**config.mk**
```make
export PLATFORM = sky130hd
export DESIGN_NAME = booth_seq_mult_flat
export DESIGN_NICKNAME = d
export VERILOG_FILES = /design/src/rtl/booth_seq_mult_if.sv /design/src/rtl/booth_seq_mult.sv /design/src/flat_wrapper.sv
export SDC_FILE = /design/constraint.sdc
export NUM_CORES = 1
export LEC_CHECK = 0
export CORE_MARGIN = 3
export CORE_UTILIZATION = 55
export CTS_CLUSTER_SIZE = 30
export DETAILED_ROUTE_END_ITERATION = 8
export HOLD_SLACK_MARGIN = 0.12
export MAX_ROUTING_LAYER = met4
export PLACE_DENSITY = 0.84
export SLEW_MARGIN = 20
export SYNTH_ARGS = -nofsm -noshare
export SYNTH_HDL_FRONTEND = slang
export SYNTH_SLANG_ARGS = --single-unit
```
**constraint.sdc**
```tcl
create_clock -name clk -period 3.1 [get_ports clk]
set_clock_uncertainty 0.1 [all_clocks]
set_input_delay 0.31 -clock clk [delete_from_list [all_inputs] [get_ports clk]]
set_output_delay 0.31 -clock clk [all_outputs]
set_load 0.05 [all_outputs]
```
**src/rtl/booth_seq_mult_if.sv**
```systemverilog
// ---------------------------------------------------------------------------
// booth_seq_mult_if
//
// Purpose:
//   Bundles the start/done handshake, the operand bus and the product bus of
//   the sequential Booth multiplier. The clock and reset stay outside as plain
//   module ports.
//
// Parameters:
//   N             operand width in bits (product is 2N bits)
//
// Signals:
//   start         request from the operand side, sampled in IDLE or DONE
//   multiplicand  signed operand M (N bits)
//   multiplier    signed operand Q (N bits)
//   busy          high while the multiplier is stepping
//   done          one-cycle pulse when a product becomes valid
//   product       signed result M*Q (2N bits), held until the next job ends
//
// Modports:
//   master        operand/result side (drives start and operands)
//   slave         the multiplier itself (drives busy, done, product)
// ---------------------------------------------------------------------------
interface booth_seq_mult_if #(
  parameter int N = 8
) ();

  logic           start;
  logic [N-1:0]   multiplicand;
  logic [N-1:0]   multiplier;
  logic           busy;
  logic           done;
  logic [2*N-1:0] product;

  modport master (
    output start,
    output multiplicand,
    output multiplier,
    input  busy,
    input  done,
    input  product
  );

  modport slave (
    input  start,
    input  multiplicand,
    input  multiplier,
    output busy,
    output done,
    output product
  );

endinterface

```
**src/rtl/booth_seq_mult.sv**
```systemverilog
// ---------------------------------------------------------------------------
// booth_seq_mult
//
// Purpose:
//   Sequential radix-2 Booth multiplier for N-bit two's-complement operands.
//   One Booth step retires per clock, so a job occupies the unit for N RUN
//   cycles followed by a single DONE cycle. The accumulator is N+1 bits wide
//   so that the most negative multiplicand can be negated without overflow.
//
// Parameters:
//   N             operand width in bits, N >= 2; product width is 2N
//
// Ports:
//   clk           single clock, all state changes on the rising edge
//   rst_n         synchronous active-low reset
//   bus           booth_seq_mult_if slave modport:
//                   start, multiplicand, multiplier  (inputs)
//                   busy, done, product              (outputs)
//
// Output timing:
//   busy and done are decoded from the state register and product is a
//   register of its own, so no input reaches an output combinationally.
//   A start accepted at edge E0 raises done after edge E0+N.
// ---------------------------------------------------------------------------
module booth_seq_mult #(
  parameter int N = 8
) (
  input logic             clk,
  input logic             rst_n,
  booth_seq_mult_if.slave bus
);

  // Counter must be able to hold the value N itself.
  localparam int CW = $clog2(N + 1);

  typedef enum logic [1:0] {
    IDLE = 2'd0,
    RUN  = 2'd1,
    DONE = 2'd2
  } state_t;

  state_t         state;
  state_t         state_next;

  logic           accept;
  logic           last_step;

  // Booth working registers: {a_reg, q_reg, q_1} is the shifting triple.
  logic [N:0]     m_reg;
  logic [N:0]     a_reg;
  logic [N-1:0]   q_reg;
  logic           q_1;
  logic [CW-1:0]  count;

  // Result of one Booth step, computed from the current working registers.
  logic [N:0]     sum;
  logic [N:0]     a_shift;
  logic [N-1:0]   q_shift;
  logic           q_1_shift;

  logic [2*N-1:0] product_reg;

  // ------------------------------------------------------------------------
  // State register
  // ------------------------------------------------------------------------
  always_ff @(posedge clk) begin
    if (!rst_n) begin
      state <= IDLE;
    end else begin
      state <= state_next;
    end
  end

  // ------------------------------------------------------------------------
  // Next-state logic. A new job can be accepted from DONE as well as IDLE,
  // which is what gives back-to-back throughput of one result per N+1 cycles
  // when start is held high. In RUN the start input is not looked at.
  // ------------------------------------------------------------------------
  always_comb begin
    state_next = state;
    accept     = 1'b0;
    last_step  = 1'b0;

    case (state)
      IDLE: begin
        if (bus.start) begin
          accept     = 1'b1;
          state_next = RUN;
        end
      end

      RUN: begin
        if (count == CW'(1)) begin
          last_step  = 1'b1;
          state_next = DONE;
        end
      end

      DONE: begin
        if (bus.start) begin
          accept     = 1'b1;
          state_next = RUN;
        end else begin
          state_next = IDLE;
        end
      end

      default: begin
        state_next = IDLE;
      end
    endcase
  end

  // ------------------------------------------------------------------------
  // One Booth step. The pair {Q[0], q_1} selects add, subtract or nothing;
  // subtraction is A + ~M + 1 on the N+1-bit datapath and the carry-out is
  // simply dropped. The arithmetic right shift then replicates the sign of
  // the freshly updated accumulator into the top bit.
  // ------------------------------------------------------------------------
  always_comb begin
    sum = a_reg;

    case ({q_reg[0], q_1})
      2'b01:   sum = a_reg + m_reg;
      2'b10:   sum = a_reg + ~m_reg + {{N{1'b0}}, 1'b1};
      default: sum = a_reg;
    endcase

    a_shift   = {sum[N], sum[N:1]};
    q_shift   = {sum[0], q_reg[N-1:1]};
    q_1_shift = q_reg[0];
  end

  // ------------------------------------------------------------------------
  // Working registers and count. Operands are captured only on an accepted
  // start, so changes on the operand bus during RUN have no effect.
  // ------------------------------------------------------------------------
  always_ff @(posedge clk) begin
    if (!rst_n) begin
      m_reg <= '0;
      a_reg <= '0;
      q_reg <= '0;
      q_1   <= 1'b0;
      count <= '0;
    end else if (accept) begin
      m_reg <= {bus.multiplicand[N-1], bus.multiplicand};
      a_reg <= '0;
      q_reg <= bus.multiplier;
      q_1   <= 1'b0;
      count <= CW'(N);
    end else if (state == RUN) begin
      a_reg <= a_shift;
      q_reg <= q_shift;
      q_1   <= q_1_shift;
      count <= count - CW'(1);
    end
  end

  // ------------------------------------------------------------------------
  // Product register. It is loaded from the post-step values on the edge
  // that retires the last step, so it becomes valid together with done.
  // The product always fits in 2N bits, so the accumulator's extra top bit
  // carries no information at this point.
  // ------------------------------------------------------------------------
  always_ff @(posedge clk) begin
    if (!rst_n) begin
      product_reg <= '0;
    end else if (last_step) begin
      product_reg <= {a_shift[N-1:0], q_shift};
    end
  end

  assign bus.busy    = (state == RUN);
  assign bus.done    = (state == DONE);
  assign bus.product = product_reg;

endmodule

```
**src/flat_wrapper.sv**
```systemverilog
// flat-port wrapper written by rule: the top's interface ports become plain ports
module booth_seq_mult_flat 
#(
  parameter int N = 8
)
  (clk, rst_n, bus_start, bus_multiplicand, bus_multiplier, bus_busy, bus_done, bus_product);
  booth_seq_mult_if #(.N(N)) bus_i ();
  input logic clk;
  input logic rst_n;
  input wire logic [$bits(bus_i.start)-1:0] bus_start;
  input wire logic [$bits(bus_i.multiplicand)-1:0] bus_multiplicand;
  input wire logic [$bits(bus_i.multiplier)-1:0] bus_multiplier;
  output wire logic [$bits(bus_i.busy)-1:0] bus_busy;
  output wire logic [$bits(bus_i.done)-1:0] bus_done;
  output wire logic [$bits(bus_i.product)-1:0] bus_product;
  assign bus_i.start = bus_start;
  assign bus_i.multiplicand = bus_multiplicand;
  assign bus_i.multiplier = bus_multiplier;
  assign bus_busy = bus_i.busy;
  assign bus_done = bus_i.done;
  assign bus_product = bus_i.product;
  booth_seq_mult #(.N(N)) u_core (.clk(clk), .rst_n(rst_n), .bus(bus_i));
endmodule
```
Yosys cells after proc, flatten, opt, wreduce, memory -nomap -nowiden
Index checks and enable logic that the tools add are counted.
W data, S select, Z words.
{"block": "totals", "wordCells": 39, "out_inout_bits": 18, "register_bits": 47, "input_bits": 19}
{"block": "op_classes", "bitwise_logic": 2, "eq_ne": 7, "add_sub_neg": 4, "reduce_logical": 5, "muxes": 13}
{"op": "$pmux W9 S2", "n": 1}
{"op": "$mux W8", "n": 2}
{"op": "$add A8 B8 Y9", "n": 1}
{"op": "$add A9 B1 Y9 const B", "n": 1}
{"op": "$add A9 B9 Y9", "n": 1}
{"op": "$not A9 Y9", "n": 1}
{"op": "$mux W4", "n": 2}
{"op": "$pmux W2 S3", "n": 1}
{"op": "$mux W1", "n": 5}
{"op": "$eq A2 B1 Y1 const B", "n": 2}
{"op": "$eq A2 B2 Y1 const B", "n": 2}
{"op": "$eq A4 B1 Y1 const B", "n": 1}
{"op": "$mux W2", "n": 2}
{"op": "$reduce_or A2 Y1", "n": 2}
{"op": "$sub A4 B1 Y4 const B", "n": 1}
{"op": "$logic_not A2 Y1", "n": 1}
{"op": "$ne A2 B1 Y1 const B", "n": 1}
{"op": "$ne A2 B2 Y1 const B", "n": 1}
{"op": "$reduce_and A2 Y1", "n": 1}
{"op": "$reduce_bool A2 Y1", "n": 1}
{"op": "$not A1 Y1", "n": 1}

Depth between registers and ports, before layout
{"block": "logic_depth", "ltp_word": 6, "mapped_depth": 10}

Worst setup path after synthesis
OpenSTA, ideal clock, no wires.
{"block": "synth_path", "path_kind": "register -> register", "from": "register u_core.m_reg[1]", "to": "register u_core.a_reg[6]", "setup_ps": 136, "stages_incl_launch_ff": 9, "arrival_time_ps": 2023, "required_ps": 2864, "path_slack_ps": 841, "path_buffers": 0, "synth_period_minus_slack_ps": 2259, "path_cell_list": "dfxtp_1 inv_1 ha_1 nor2b_1 o31a_1 a41oi_1 mux2_2 a2111oi_2 o22ai_1"}
{"block": "synth_between", "elab_chain_cells": 4}
{"element": "start: declaration", "line_no": "booth_seq_mult.sv:49", "rtl": "logic [N:0] m_reg;"}
{"element": "start signal: assignment", "line_no": "booth_seq_mult.sv:146", "rtl": "m_reg <= {bus.multiplicand[N-1], bus.multiplicand};"}
{"element": "$not A9 Y9", "line_no": "booth_seq_mult.sv:125", "rtl": "2'b10: sum = a_reg + ~m_reg + {{N{1'b0}}, 1'b1};"}
{"element": "$add A9 B9 Y9", "line_no": "booth_seq_mult.sv:125"}
{"element": "$add A9 B1 Y9", "line_no": "booth_seq_mult.sv:125"}
{"element": "$pmux W9 S2 *", "line_no": "booth_seq_mult.sv:123", "rtl": "case ({q_reg[0], q_1})"}
{"element": "end signal: assignment", "line_no": "booth_seq_mult.sv:152", "rtl": "a_reg <= a_shift;"}
{"element": "end: declaration", "line_no": "booth_seq_mult.sv:50", "rtl": "logic [N:0] a_reg;"}
Mark *: on every way between the ends. The rest lies on a longest branch, timed or not.
A chain may end at the register's enable or synchronous reset.

Worst setup path in the final report
Ends and elaborated chain as after synthesis.

==> impl_metrics.tcl <==
set metrics [dict create \
    status "finished, final reports clean" \
    h-tree-depth 2 \
    peakVddDrop_mv 0.309 \
    num_rows 24 \
    vias_per_cell 5.97 \
    firstDrtPassIters 5 \
    cap_viol_max_count 0 \
    synth_commonest_cells "54 x nand2_1, 47 x dfxtp_1, 35 x nor2_1" \
    clock_sinks 47 \
    start_util_pct 59.8 \
    die_w_um 76.4 \
    met1Wirelength_um 3150 \
    ys_seq_area_share_pct 34.5 \
    ctsResizeCount 0 \
    synth_cells 339 \
    ys_warn_count 0 \
    whs_path_depth 2 \
    fmax_mhz 406 \
    synth_edf_count 0 \
    synth_seq_cells 47 \
    wl_met3_um 466 \
    ys_top_cells_by_area "dfxtp_1 34%, ha_1 9.2%, nand2_1 7.4%, nor2_1 4.8%, a21boi_0 4.7%" \
    whs_ns 0.365 \
    power.leakage_nw 1.25 \
    cp-start-kind "register" \
    wire_per_inst_um 15.6 \
    finalSetupViolCount 0 \
    cts_tree "yes" \
    synthArstFlopShare_pct 0 \
    multi_input_comb_area_um2 1610 \
    fillers 396 \
    ant_nets 0 \
    drc 0 \
    wl_um 6780 \
    grt.total_usage_pct 23.6 \
    cts-root-buf "clkbuf_8" \
    syn-cell-area_um2 2730 \
    hpwl_um 4900 \
    drtIter0Drc 257 \
    largest_reg_flops 16 \
    syn_to_final_growth_pct 18.8 \
    cts-buffers-inserted 5 \
    grt_pass1_vias 2334 \
    antenna_found_initial 0 \
    critPathRequiredTime_ns 3.17 \
    postCtsHoldBufs 0 \
    pin_count 37 \
    cts_buffer_depth 2 \
    clkLatencyLatePin_ns 0.30 \
    nNetsFinal 409 \
    yosysMostFrequentCell "nand2_1" \
    cts_setup_buffers 0 \
    synthFlopType "dfxtp_1" \
    wl_met2_um 3110 \
    dieArea_um2 5840 \
    routed.top_layer "met4" \
    grt_max_degree 20 \
    crit_type "reg2reg" \
    rsz0062_at_grt "no" \
    hold_class "reg2reg" \
    portBuffers 36 \
    ff_latch_area_um2 941 \
    fin_crit_ns 2.47 \
    worst_slew_pin_slew_ns 0.859 \
    syn-num-nets 380 \
    synth_top_area_share_pct 34.5 \
    post-route-period-util_pct 79.5 \
    slew_viol_final 0 \
    cp_max_fo 4 \
    reg2regPathDepth 8 \
    crit_path_end_kind "register" \
    overflow 0 \
    finalHoldViolations 0 \
    vias 2593 \
    place.gp.congestion 0.914 \
    yosys.area.top_type "dfxtp_1" \
    grt_first_pass_wirelength_um 11100 \
    die_h_um 76.4 \
    layout-drive-gt1-share_pct 7.05 \
    worstPathArrival_ns 2.54 \
    power_per_cell_area_nw_per_um2 439 \
    yosys.cell_types.count 54 \
    clk_pin_slew_ns 0.10 \
    slew_headroom_pct 42.6 \
    fin_setup_tns_ns 0 \
    postSynthAreaPerCell_um2 8.05 \
    core_area_um2 4560 \
    n_antenna_cell 0 \
]
[cells in the final DEF (no fill, tap or decap), types with 3 or more instances in the layout]
cell | netlist | routed
inv_1 | 23 | 23
buf_4 | 1 | 7
a31oi_1 | 4 | 4
dfxtp_1 | 47 | 47
nor2_1 | 35 | 35
nor3_1 | 6 | 6
xnor2_1 | 4 | 4
nor4_1 | 4 | 4
o21ai_0 | 11 | 11
a211oi_1 | 7 | 7
clkbuf_8 | 0 | 7
nor2b_1 | 5 | 5
o31a_1 | 3 | 3
nand2_1 | 54 | 54
nand2b_1 | 5 | 5
ha_1 | 20 | 20
a21oi_1 | 19 | 19
o221ai_1 | 8 | 8
clkdlybuf4s50_1 | 0 | 36
a221oi_1 | 4 | 4
a21boi_0 | 17 | 17
o21a_1 | 3 | 3
[power breakdown]
part           switching, mW  internal [mW]
logic                  0.204          0.146
registers             0.0299          0.636
clock network          0.203          0.203
total                  0.437          0.985
[cell type report]
type | instances | area share, %
clock inverter | 1 | 0.232
sequential | 47 | 29.0
multi-input combinational | 247 | 49.7
tap | 65 | 2.51
timing repair buffer | 43 | 12.7
inverter | 24 | 2.78
clock buffer | 7 | 2.97
[metal layers]
layer | vias up | global-route usage, %
met1 | 1238 | 32.4
met2 | 106 | 36.3
met4 | 0 | 7.07
li1 | 1245 | -
met3 | 4 | 3.07
met5 | - | -
[worst max-delay path: stages (launching register included)]
cell and delay, ns:
dfxtp_1 0.41, inv_1 0.10, ha_1 0.29, nor2b_1 0.15, o31a_1 0.27, a41oi_1 0.27
mux2_2 0.37, a2111oi_2 0.25, o22ai_1 0.15
[cells by family after synthesis]
| group | synth area share (%) |
|---|---|
| simple gates | 19.6 |
| compound gates | 26.4 |
| flops | 34.5 |
| buf+inv | 6.42 |
| fa+ha+maj | 10.6 |
| xor+xnor | 1.61 |
| mux | 0.826 |
[per-stage QoR]
stage	setup WS [ns]	area (um^2)	util [%]	cells	power, mW
floorplan	0.841	2730	-	339	0.921
global placement	0.722	3140	68.7	426	1.01
detailed placement	0.642	3140	68.7	426	1.02
CTS	0.639	3240	71.0	434	1.42
global route	0.438	3240	71.0	434	1.49
finish	0.634	3240	71.0	434	1.42
[path summary, 6_finish.rpt]
check | start | to | slack [ns]
max | u_core.m_reg[1] | u_core.a_reg[6] | 0.63
min | u_core.bus.product[6] | u_core.bus.product[6] | 0.37
max reg2reg | u_core.m_reg[1] | u_core.a_reg[6] | 0.63
min reg2reg | u_core.bus.product[6] | u_core.bus.product[6] | 0.37
Power figures use the tool's default switching activity.
